File: src/rtl/data_io_upload.sv
// data_io_upload: SPI-slave upload channel on SPI_SS2 that streams a core-filled FIFO to the MCU.
// SPI pins are oversampled in clk_sys; MOSI is sampled on detected SCK rises, MISO shifts on detected falls.
module data_io_upload #(
    parameter int         FIFO_AW    = 4,
    parameter logic [7:0] CMD_STATUS = 8'h55,
    parameter logic [7:0] CMD_READ   = 8'h56
) (
    input  logic             clk_sys,
    input  logic             reset_n,
    input  logic             spi_sck,
    input  logic             spi_ss,
    input  logic             spi_di,
    output logic             spi_do,
    output logic             spi_do_oe,
    input  logic             upload_req,
    input  logic [7:0]       wr_data,
    input  logic             wr_valid,
    output logic             wr_ready,
    output logic [FIFO_AW:0] fifo_level,
    output logic             underrun,
    output logic [23:0]      bytes_sent
);
    typedef enum logic [2:0] {IDLE, CMD, STATUS, READ, IGNORE} state_t;
    state_t state, state_nx;
    logic [2:0] sck_q, ss_q;
    logic [1:0] di_q;
    logic sck_rise, sck_fall, ss_rise, ss_fall, di_r;
    logic [2:0] bit_cnt, bit_nx;
    logic [7:0] shift_in, sin_nx, shift_out, sout_nx, opcode, status;
    logic oe_nx, load_pend, pend_nx, und_nx, pop, push, req_q, last_rise;
    logic [FIFO_AW-1:0] wr_ptr, rd_ptr;
    logic [7:0] mem [2**FIFO_AW];

    assign push     = wr_valid & wr_ready;
    assign wr_ready = ~fifo_level[FIFO_AW];
    assign spi_do   = spi_do_oe & shift_out[7];
    assign status   = {5'b0, underrun, fifo_level != '0, upload_req};

    // ss pipeline resets low so a select held low across reset never looks like a fresh fall
    always_ff @(posedge clk_sys or negedge reset_n) begin
        if (!reset_n) begin
            sck_q <= '0;
            ss_q  <= '0;
            di_q  <= '0;
            {sck_rise, sck_fall, ss_rise, ss_fall, di_r} <= '0;
        end else begin
            sck_q    <= {sck_q[1:0], spi_sck};
            ss_q     <= {ss_q[1:0], spi_ss};
            di_q     <= {di_q[0], spi_di};
            sck_rise <= sck_q[1] & ~sck_q[2];
            sck_fall <= ~sck_q[1] & sck_q[2];
            ss_rise  <= ss_q[1] & ~ss_q[2];
            ss_fall  <= ~ss_q[1] & ss_q[2];
            di_r     <= di_q[1];
        end
    end

    always_comb begin
        state_nx  = state;
        bit_nx    = bit_cnt;
        sin_nx    = shift_in;
        sout_nx   = shift_out;
        oe_nx     = spi_do_oe;
        pend_nx   = load_pend;
        und_nx    = underrun;
        pop       = 1'b0;
        opcode    = {shift_in[6:0], di_r};
        last_rise = sck_rise && bit_cnt == 3'd7;
        if (sck_rise) begin
            bit_nx = bit_cnt + 3'd1;
            sin_nx = opcode;
        end
        case (state)
            IDLE: if (ss_fall) begin
                state_nx = CMD;
                bit_nx   = '0;
            end
            CMD: if (last_rise) begin
                state_nx = opcode == CMD_STATUS ? STATUS : opcode == CMD_READ ? READ : IGNORE;
                pend_nx  = 1'b1;
            end
            // status is loaded once; rotating makes the same byte repeat every 8 bits
            STATUS: if (sck_fall) begin
                sout_nx = load_pend ? status : {shift_out[6:0], shift_out[7]};
                und_nx  = load_pend ? 1'b0 : underrun;
                oe_nx   = 1'b1;
                pend_nx = 1'b0;
            end
            READ: begin
                if (last_rise) pend_nx = 1'b1;
                if (sck_fall && load_pend) begin
                    pop     = fifo_level != '0;
                    sout_nx = pop ? mem[rd_ptr] : 8'h00;
                    und_nx  = underrun | ~pop;
                    oe_nx   = 1'b1;
                    pend_nx = 1'b0;
                end else if (sck_fall) begin
                    sout_nx = {shift_out[6:0], 1'b0};
                end
            end
            default: ;
        endcase
        if (state != IDLE && ss_rise) begin
            state_nx = IDLE;
            oe_nx    = 1'b0;
            pend_nx  = 1'b0;
        end
    end

    always_ff @(posedge clk_sys or negedge reset_n) begin
        if (!reset_n) begin
            state     <= IDLE;
            bit_cnt   <= '0;
            shift_in  <= '0;
            shift_out <= '0;
            spi_do_oe <= 1'b0;
            load_pend <= 1'b0;
            underrun  <= 1'b0;
        end else begin
            state     <= state_nx;
            bit_cnt   <= bit_nx;
            shift_in  <= sin_nx;
            shift_out <= sout_nx;
            spi_do_oe <= oe_nx;
            load_pend <= pend_nx;
            underrun  <= und_nx;
        end
    end

    always_ff @(posedge clk_sys or negedge reset_n) begin
        if (!reset_n) begin
            wr_ptr     <= '0;
            rd_ptr     <= '0;
            fifo_level <= '0;
            req_q      <= 1'b0;
            bytes_sent <= '0;
        end else begin
            wr_ptr     <= wr_ptr + FIFO_AW'(push);
            rd_ptr     <= rd_ptr + FIFO_AW'(pop);
            fifo_level <= fifo_level + (FIFO_AW+1)'(push) - (FIFO_AW+1)'(pop);
            req_q      <= upload_req;
            bytes_sent <= (upload_req & ~req_q) ? 24'd0 : bytes_sent + 24'(pop);
        end
    end

    always_ff @(posedge clk_sys) begin
        if (push) mem[wr_ptr] <= wr_data;
    end
endmodule

File: config.mk
export PLATFORM = sky130hd
export DESIGN_NAME = data_io_upload
export DESIGN_NICKNAME = d
export VERILOG_FILES = /design/src/rtl/data_io_upload.sv
export SDC_FILE = /design/constraint.sdc
export NUM_CORES = 1
export LEC_CHECK = 0
export ABC_CLOCK_PERIOD_IN_PS = 3000
export CELL_PAD_IN_SITES_DETAIL_PLACEMENT = 0
export CELL_PAD_IN_SITES_GLOBAL_PLACEMENT = 2
export CORE_UTILIZATION = 44
export CTS_CLUSTER_SIZE = 14
export DETAILED_ROUTE_END_ITERATION = 10
export GPL_ROUTABILITY_DRIVEN = 0
export PLACE_DENSITY_LB_ADDON = 0.1
export SLEW_MARGIN = 20
export SYNTH_ARGS = -nofsm -noshare
export SYNTH_HDL_FRONTEND = slang
export SYNTH_SLANG_ARGS = --single-unit
export TNS_END_PERCENT = 1
File: constraint.sdc
create_clock -name clk_sys -period 3 [get_ports clk_sys]
set_clock_uncertainty 0.15 [all_clocks]
set_input_delay 0.45 -clock clk_sys [delete_from_list [all_inputs] [get_ports clk_sys]]
set_output_delay 0.45 -clock clk_sys [all_outputs]
set_load 0.005 [all_outputs]
**After elaboration in Yosys (flattened, before gate mapping)**

Memories as Yosys holds them, arrays and structs flattened.
Cells that the tools add are included.

- $add $sub $neg: 6
- Equal/unequal tests: 14
- Multiplexer cells: 33
- Bitwise logic cells: 15
- Reductions and logical operators: 15

Operators with widths:

| kind | number |
|---|---|
| two-way mux 8 bit | 5 |
| adder 24 x 1 -> 24 bit | 1 |
| two-way mux 24 bit | 1 |
| two-way mux 3 bit | 8 |
| equality test 8 x 7 -> 1 bit, second input constant | 2 |
| case mux 8 bit (2 select lines) | 1 |
| inequality test 3 bit, second input constant | 5 |
| two-way mux 1 bit | 14 |
| AND reduction 3 bit | 3 |
| nonzero test 3 bit | 3 |
| adder 4 x 1 -> 4 bit | 2 |
| bitwise AND 1 bit | 7 |
| inverter 1 bit | 7 |
| equality test 3 x 2 -> 1 bit, second input constant | 2 |
| inequality test 2 bit, second input constant | 3 |
| case mux 3 bit (2 select lines) | 1 |
| adder 5 x 1 -> 5 bit | 1 |
| nonzero test 5 bit | 1 |
| subtractor 5 x 1 -> 5 bit | 1 |
| case mux 1 bit (2 select lines) | 2 |
| AND reduction 4 bit | 1 |
| nonzero test 4 bit | 1 |
| adder 3 x 1 -> 3 bit, second input constant | 1 |
| equality test 3 x 1 -> 1 bit, second input constant | 1 |
| 7 further kinds | 9 |

- Register bits: 75
- Memory bits (writable): 128
- Output and inout port bits: 33
- Word-level logic and storage cells: 104
- Memories: 1

Memory list:

| memory | depth | width | read ports | clocked after Yosys merged registers in | wr ports | line | text |
|---|---|---|---|---|---|---|---|
| mem | 16 | 8 | 1 | 0 | 1 | 32 | `logic [7:0] mem [2**FIFO_AW];` |

**Depth between registers and ports, before layout**

Gate-level depths: netlist of the first run.

- Word-level depth: 6
- Depth in mapped cells: 11
- Gate-level depth less buffers: 11

**Least setup slack after synthesis of the first run**

OpenSTA, ideal clock, no wires.

- Path kind: reg2reg
- From: register state[2]
- To: register bytes_sent[18]
- Library setup time: 0.078 ns
- Arrival: 2.442 ns
- Setup slack: 0.330 ns
- Cell stages (with the launch flop): 11
- Buffers on the path: 2
- Period minus slack after synthesis: 2.670 ns
- Cell sequence: dfrtp_1 nand3b_1 clkbuf_1 nor3_1 ha_1 ha_1 and4_1 buf_4 nand3_2 or4_1 a21oi_1

- Cells in the longest elaborated chain, start to end: 4

Ends and longest elaborated chain:

| element | line | text |
|---|---|---|
| start, declared | 24 | `state_t state, state_nx;` |
| start signal, assigned | 120 | `state <= state_nx;` |
| equality test 3 x 2 -> 1 bit | 73 | `case (state)` |
| two-way mux 1 bit | 73 |  |
| adder 24 x 1 -> 24 bit | 142 | `bytes_sent <= (upload_req & ~req_q) ? 24'd0 : bytes_sent + 24'(pop);` |
| two-way mux 24 bit | 142 |  |
| end signal, assigned | 142 |  |
| end, declared | 21 | `output logic [23:0] bytes_sent` |

Every way passes these cells.
A chain may end at the register's enable or synchronous reset.

**Final worst setup path of the first run**

- From: register fifo_level[2]
- To: register bytes_sent[15]

- Cells in the longest elaborated chain, start to end: 5

Ends and longest elaborated chain:

| element | line | text |
|---|---|---|
| start, declared | 19 | `output logic [FIFO_AW:0] fifo_level,` |
| start signal, assigned | 140 | `fifo_level <= fifo_level + (FIFO_AW+1)'(push) - (FIFO_AW+1)'(pop);` |
| nonzero test 5 bit | 92 | `pop = fifo_level != '0;` |
| two-way mux 1 bit | 91 | `if (sck_fall && load_pend) begin` |
| two-way mux 1 bit | 73 |  |
| adder 24 x 1 -> 24 bit | 142 |  |
| two-way mux 24 bit | 142 |  |

Every way passes these cells.

==> metrics, run 1 <==
nets=649; Initial DRC Count=about 180; Chip Height=between 100 and 150 um; vias in the first global route=between 4,000 and 5,000; WL/cell=about 19 um; worst hold stages=0; CP Max Fanout=9; Worst R2R Path Depth=9; hold_sp=sck_q[0]; crit path cell chain=inv_1 > ha_1 > nor4b_2 > nor3_1 > ha_1 > and4_1 > nand4_4 > or4_1 > a21oi_1; synthesized flop and latch total=about 200; hpwl dp=11,400 um; status=finished clean; critical path arrival=approximately 2.9 ns; Final Hold Fails=0; via count=4,758; layout cells sized above 1=0.143; Antenna Cells=0; placed cells=between 800 and 900; PortBufs=47; Synth Flop Type=edfxtp_1; starting density of the core=0.449; Lkg Pwr=roughly 0.0038 uW; Net Count, Synth=565; Pint=between 5000 and 6000 uW; antenna violations before repair=0; Max-Cap Viols=0; Hold Path Sink=sck_q[1]; Sequential Power Share=0.483; Multi-input gate area=about 2500 um2; fin crit period=2.64 ns; Core Area=18,700 um2; reg2reg end=bytes_sent[15]; first-pass GRT wire length=27,400 um; Sum Neg Setup Slack=0 ns; reg2reg start=fifo_level[2]; critical path startpoint category=flip-flop; syn avg cell area=roughly 16 um2; final worst slack=about 0.36 ns; fin crit share=0.879; Worst EP required=around 3.3 ns; DRT Pass-1 Iters=6; CTS root buf=clkbuf_16; # setup viols final=0; CTS clk-pin slew, worst paths=about 0.06 ns; VDD IR max=~0.00047 V; Area contributors post-synth=edfxtp_1 (46%), dfrtp_1 (22%), mux4_1 (4.1%); Residual DRC=0; Reg area=around 5700 um2; remaining antenna violation count=0; Non-Filler Instances=869; slowest stage delay, CP=about 0.50 ns; DP Worst Slack=between 0.3 and 0.4 ns; Total Wirelength=16,800 um; Setup crit end kind=flip-flop; CTS H-Tree Depth=1; DR vias/cell=5.48; reg2reg setup slack=0.36 ns; RSZ-0062 raised after global routing=no; sequential element share of the synthesized area=0.681; Final Util=0.540; Max Freq=0.379 GHz; share of the synthesized area in the top cell type=0.458; # clock sinks=around 200; die span in x=approximately 140 um; area grow syn2layout=20.2%; synth unique cells=56; leading area contributor after synthesis=edfxtp_1; crit path max-delay cell type=or4_1; Cell Rows=50; Sw Share=0.230; Layout fillers=about 1,500; clock network power share=0.409; CP Class=reg -> reg; die area=roughly 20,000 um2; largest net degree at the start of global routing=76; CTS max path bufs=3; worst hold-check path type=reg -> reg; CTS Buf Count=22; Post-synth EDFFs=between 100 and 150; I/O pin total=48; yosys warns=0; Worst-Margin Slew=roughly 0.66 ns; Mapped Area=around 8400 um2; Clock Latency Late Sink=0.50 ns; Worst Setup SP=fifo_level[2]; Sw Pwr=approximately 1600 uW; CTS tree=yes; Design Power=between 7000 and 8000 uW; Max-slew headroom=0.560; gr ovfl total=0; Tot GR Track Use=0.182; Post-CTS Resized=0; Mapped Cells=~540; PD cells=around 700 nW/um2; Slew Viols, Final=0; crit-path most repeated cell=ha_1; Synth async-reset ratio=0.369; Comb pwr share=0.108
power groups by stage:
stage	Sequential [uW]	Clock, uW	Combinational, uW
6_report	3400	2880	761
5_1_grt	3430	3070	860
4_1_cts	3410	2960	782
3_5_place_dp	3460	0	770
3_3_place_gp	3440	0	763
2_1_floorplan	3410	0	470
critical path, delay by kind of cell (launching register included):
| family | cells | cell delay, ns |
|---|---|---|
| compound gates | 1 | 0.15 |
| fa+ha+maj | 2 | 0.41 |
| buf+inv | 1 | 0.07 |
| flops | 1 | 0.38 |
| simple gates | 5 | 1.39 |
logic make-up (layout without fill, tap and decap cells):
logic type / after synthesis / count (layout) / share of synthesized area
AOI/OAI and AO/OA: 64 / 64 / 0.0508
xor gates and xnor gates: 23 / 23 / 0.0240
adders and majority gates: 14 / 14 / 0.0217
buffers and inverters: 29 / 128 / 0.0170
DFF: 203 / 203 / 0.681
muxes: 53 / 53 / 0.109
and+or+nand+nor: 150 / 150 / 0.0965
worst max path at each step:
stage	endpoint	slack, ns
floorplan	bytes_sent[18]	0.33
global route	bytes_sent[18]	0.11
finish	bytes_sent[15]	0.36
global placement	fifo_level[4]	0.40
CTS	bytes_sent[15]	0.33
detailed placement	bytes_sent[15]	0.35
sequential cells by signal, summed over array words and instances, names as in the netlist:
name,flops
mem,128
bytes_sent,24
shift_out,8
shift_in,7
fifo_level,5
rd_ptr,4
wr_ptr,4
bit_cnt,3
sck_q,3
ss_q,3
state,3
di_q,2
di_r,1
load_pend,1
req_q,1
sck_fall,1
sck_rise,1
spi_do_oe,1
ss_fall,1
ss_rise,1
underrun,1
final cells by class:
type,instances,area share
repair buffers,78,0.0721
flip-flops and latches,203,0.566
multi-input cells,304,0.251
inverters,11,0.00409
clock inverters,15,0.0198
well taps,234,0.0290
clock buffers,24,0.0574
what timing repair did:
item,4_1_cts,5_1_grt
hold buffers,1,0
buffers inserted,0,0
hold endpoints to repair,75,0
cells in the final DEF (no fill, tap or decap), drive strengths merged, types with 2 or more instances in the layout:
cell type and n:
a21oi 22, a221o 3, a22oi 8, a31oi 6
a41o 2, and2 7, and3 6, and4 5
buf 31, bufinv 5, clkbuf 24, clkdlybuf4s50 46
clkinv 8, dfrtp 75, edfxtp 128, ha 13
inv 12, mux2 9, mux2i 18, mux4 26
nand2 29, nand2b 9, nand3 12, nand3b 3
nand4 8, nor2 39, nor2b 9, nor3 9
nor3b 3, nor4b 2, o2111ai 3, o21ai 6
o2bb2ai 2, o31ai 4, or3 2, or4 4
xnor2 8, xor2 15
metal layers:
layer  up-vias  GRT usage  wire, um
met4         0     0.0503       352
met3        28     0.0253       531
li1       2231          -         -
met2        99      0.309      8400
met5         -          0         0
met1      2400      0.245      7560
synth_stat cells, drive strengths merged, types with 2 or more instances:
master,instances
xor2,15
o21ai,6
mux2i,18
nor2,39
mux2,9
xnor2,8
nor3,9
nor2b,9
buf,10
o2bb2ai,2
edfxtp,128
clkbuf,8
a41o,2
a22oi,8
inv,11
nand4,8
and4,5
o31ai,4
or4,4
nand2b,9
and3,6
o2111ai,3
or3,2
and2,7
a221o,3
ha,13
a21oi,22
nor4b,2
dfrtp,75
nand3,12
nand3b,3
nor3b,3
mux4,26
nand2,29
a31oi,6
per-stage QoR:
step                instance area, um2  hold slack (ns)
finish                           10100            0.198
detailed placement                9310            0.185
global placement                  9310            0.186
floorplan                         8400          0.00441
global route                     10100            0.218
CTS                              10100            0.198
Power figures use the tool's default switching activity.
==> run 2, diff against run 1 <==
Settings changed: CORE_MARGIN set to 2, CORE_UTILIZATION 44 to 47, DONT_BUFFER_PORTS set to 1.
==> run 2 against run 1 <==
Effect of this change: routed wire length increased by 0.79%; largest power group unchanged; first-iteration DRC count rose by 55%; maximum frequency decreased by 0.22%; clock power decreased by 11%; non-clock buffer count is 35 lower; highest routed layer unchanged; sequential power hardly changed; combinational power is 11% lower; cell count shrank 5.1%.
==> metrics, run 2 (same netlist as run 1, synthesis figures left out) <==
status=finished clean; hpwl dp=11,300 um; most frequent cells in the layout=edfxtp_1 (128), dfrtp_1 (74), nor2_1 (39); Total Wirelength=~17,000 um; CTS Buf Count=22; Max-Cap Viols=0; crit path cell chain=inv_1 > ha_1 > nor4b_2 > nor3_1 > ha_1 > and4_1 > nand4_4 > or4_1 > a21oi_1; starting density of the core=0.484; fin crit share=0.881; CTS H-Tree Depth=1; gr ovfl total=0; PD cells=688 nW/um2; placed cells=~770; Top Registers=mem (128), bytes_sent (24), shift_out (8); Worst R2R Path Depth=9; largest register by flop count=mem; critical path arrival=~2.9 ns; crit-path most repeated cell=ha_1; CP Class=reg -> reg; Slew Viols, Final=0; critical path startpoint category=flip-flop; layout cells sized above 1=0.155; Max Freq=about 0.38 GHz; slowest stage delay, CP=~0.52 ns; Chip Height=138 um; CTS tree=yes; placed cell areas=8800 um2; Worst-Margin Slew=~0.95 ns; WL/cell=20.6 um; I/O pin total=48; RSZ-0062 raised after global routing=no; Layout fillers=about 1,400; DRT Pass-1 Iters=4; CTS clk-pin slew, worst paths=roughly 0.060 ns; Worst EP required=approximately 3.3 ns; remaining antenna violation count=0; Post-Layout Inst Area=between 9000 and 10,000 um2; Multi-input gate area=2540 um2; worst hold-check path type=in -> reg; Cell Rows=48; die area=around 19,000 um2; Tot GR Track Use=0.188; PortBufs=0; nets=between 600 and 700; hold slack final=0.184 ns; Final Util=0.556; via count=roughly 4,600; commonest non-fill, non-tap cell in the layout=edfxtp_1; Sum Neg Setup Slack=0 ns; Worst Setup SP=fifo_level[3]; Max-slew headroom=0.368; Reg area=5720 um2; # clock sinks=203; antenna violations before repair=0; Setup crit end kind=flip-flop; Antenna Cells=0; Final Hold Fails=0; largest net degree at the start of global routing=76; Residual DRC=0; vias in the first global route=about 4,800; fin crit period=around 2.6 ns; die span in x=approximately 140 um; Non-Filler Instances=just over 800; reg2reg start=fifo_level[3]; Lkg Pwr=around 0.0036 uW; max reg flops=128; worst hold stages=3; # setup viols final=0; hold_sp=upload_req; Post-CTS Setup Repair Bufs=0; VDD IR max=0.000649 V; Initial DRC Count=about 280; crit path max-delay cell type=or4_1; CP Max Fanout=9; CTS max path bufs=3; CTS root buf=clkbuf_16; Clock Latency Late Sink=~0.5 ns; DR vias/cell=5.60; Core Area=17,400 um2; first-pass GRT wire length=between 20,000 and 30,000 um; area grow syn2layout=15.0%
-- run 2: changes by cell type in the layout (fill, tap and decap cells not counted), sizes merged --
cell / before / now
clkdlybuf4s50: 46 / 0
dlygate4sd3: 1 / 13
bufinv: 5 / 1
clkinv: 8 / 11
buf: 31 / 30
clkbuf: 24 / 25
clkinvlp: 1 / 2
inv: 12 / 11
-- run 2: path summary, 6_finish.rpt --
kind	slack (ns)	endpoint
max	0.36	bytes_sent[15]
min	0.18	bytes_sent[23]
max reg2reg	0.36	bytes_sent[15]
min reg2reg	0.20	di_r
max in group asynchronous	1.98	ss_q[1]
min in group asynchronous	0.37	wr_ptr[3]
-- run 2: critical path: cells and delay by family (launching register included) --
kind,cells,cell delay (ns)
compound gates,1,0.16
fa+ha+maj,2,0.39
buf+inv,1,0.08
flops,1,0.40
simple gates,5,1.39
-- run 2: metrics by stage --
step	setup slack [ns]	power [uW]
2_1_floorplan	0.330	3880
3_3_place_gp	0.431	4060
3_5_place_dp	0.365	4090
4_1_cts	0.348	6720
5_1_grt	0.200	6940
6_report	0.357	6650
-- run 2: final cells by class --
cell class                      instances  share of cell area
Tap cell                              225              0.0292
Multi-Input combinational cell        304               0.263
Inverter                               11             0.00428
Timing Repair Buffer                   43              0.0389
Sequential cell                       203               0.593
Clock buffer                           25              0.0613
Clock inverter                         14              0.0111
-- run 2: what timing repair did --
item                      4_1_cts  5_1_grt
gates resized for setup         0        0
hold endpoints to repair      207        0
hold buffers                   14        0
-- run 2: report_power, final --
group | leakage (uW) | internal [uW] | switching [uW]
Sequential | 0.00213 | 3240 | 163
Clock | 0.000346 | 1500 | 1060
Combinational | 0.00112 | 296 | 381
Total | 0.00359 | 5040 | 1610
-- run 2: per-layer routing --
| metal | wire length (um) | GRT usage | vias up |
|---|---|---|---|
| met3 | 750 | 0.0394 | 29 |
| met2 | 8480 | 0.326 | 80 |
| met1 | 7390 | 0.243 | 2355 |
| li1 | - | - | 2159 |
| met5 | 0 | 0 | - |
| met4 | 355 | 0.0459 | 0 |
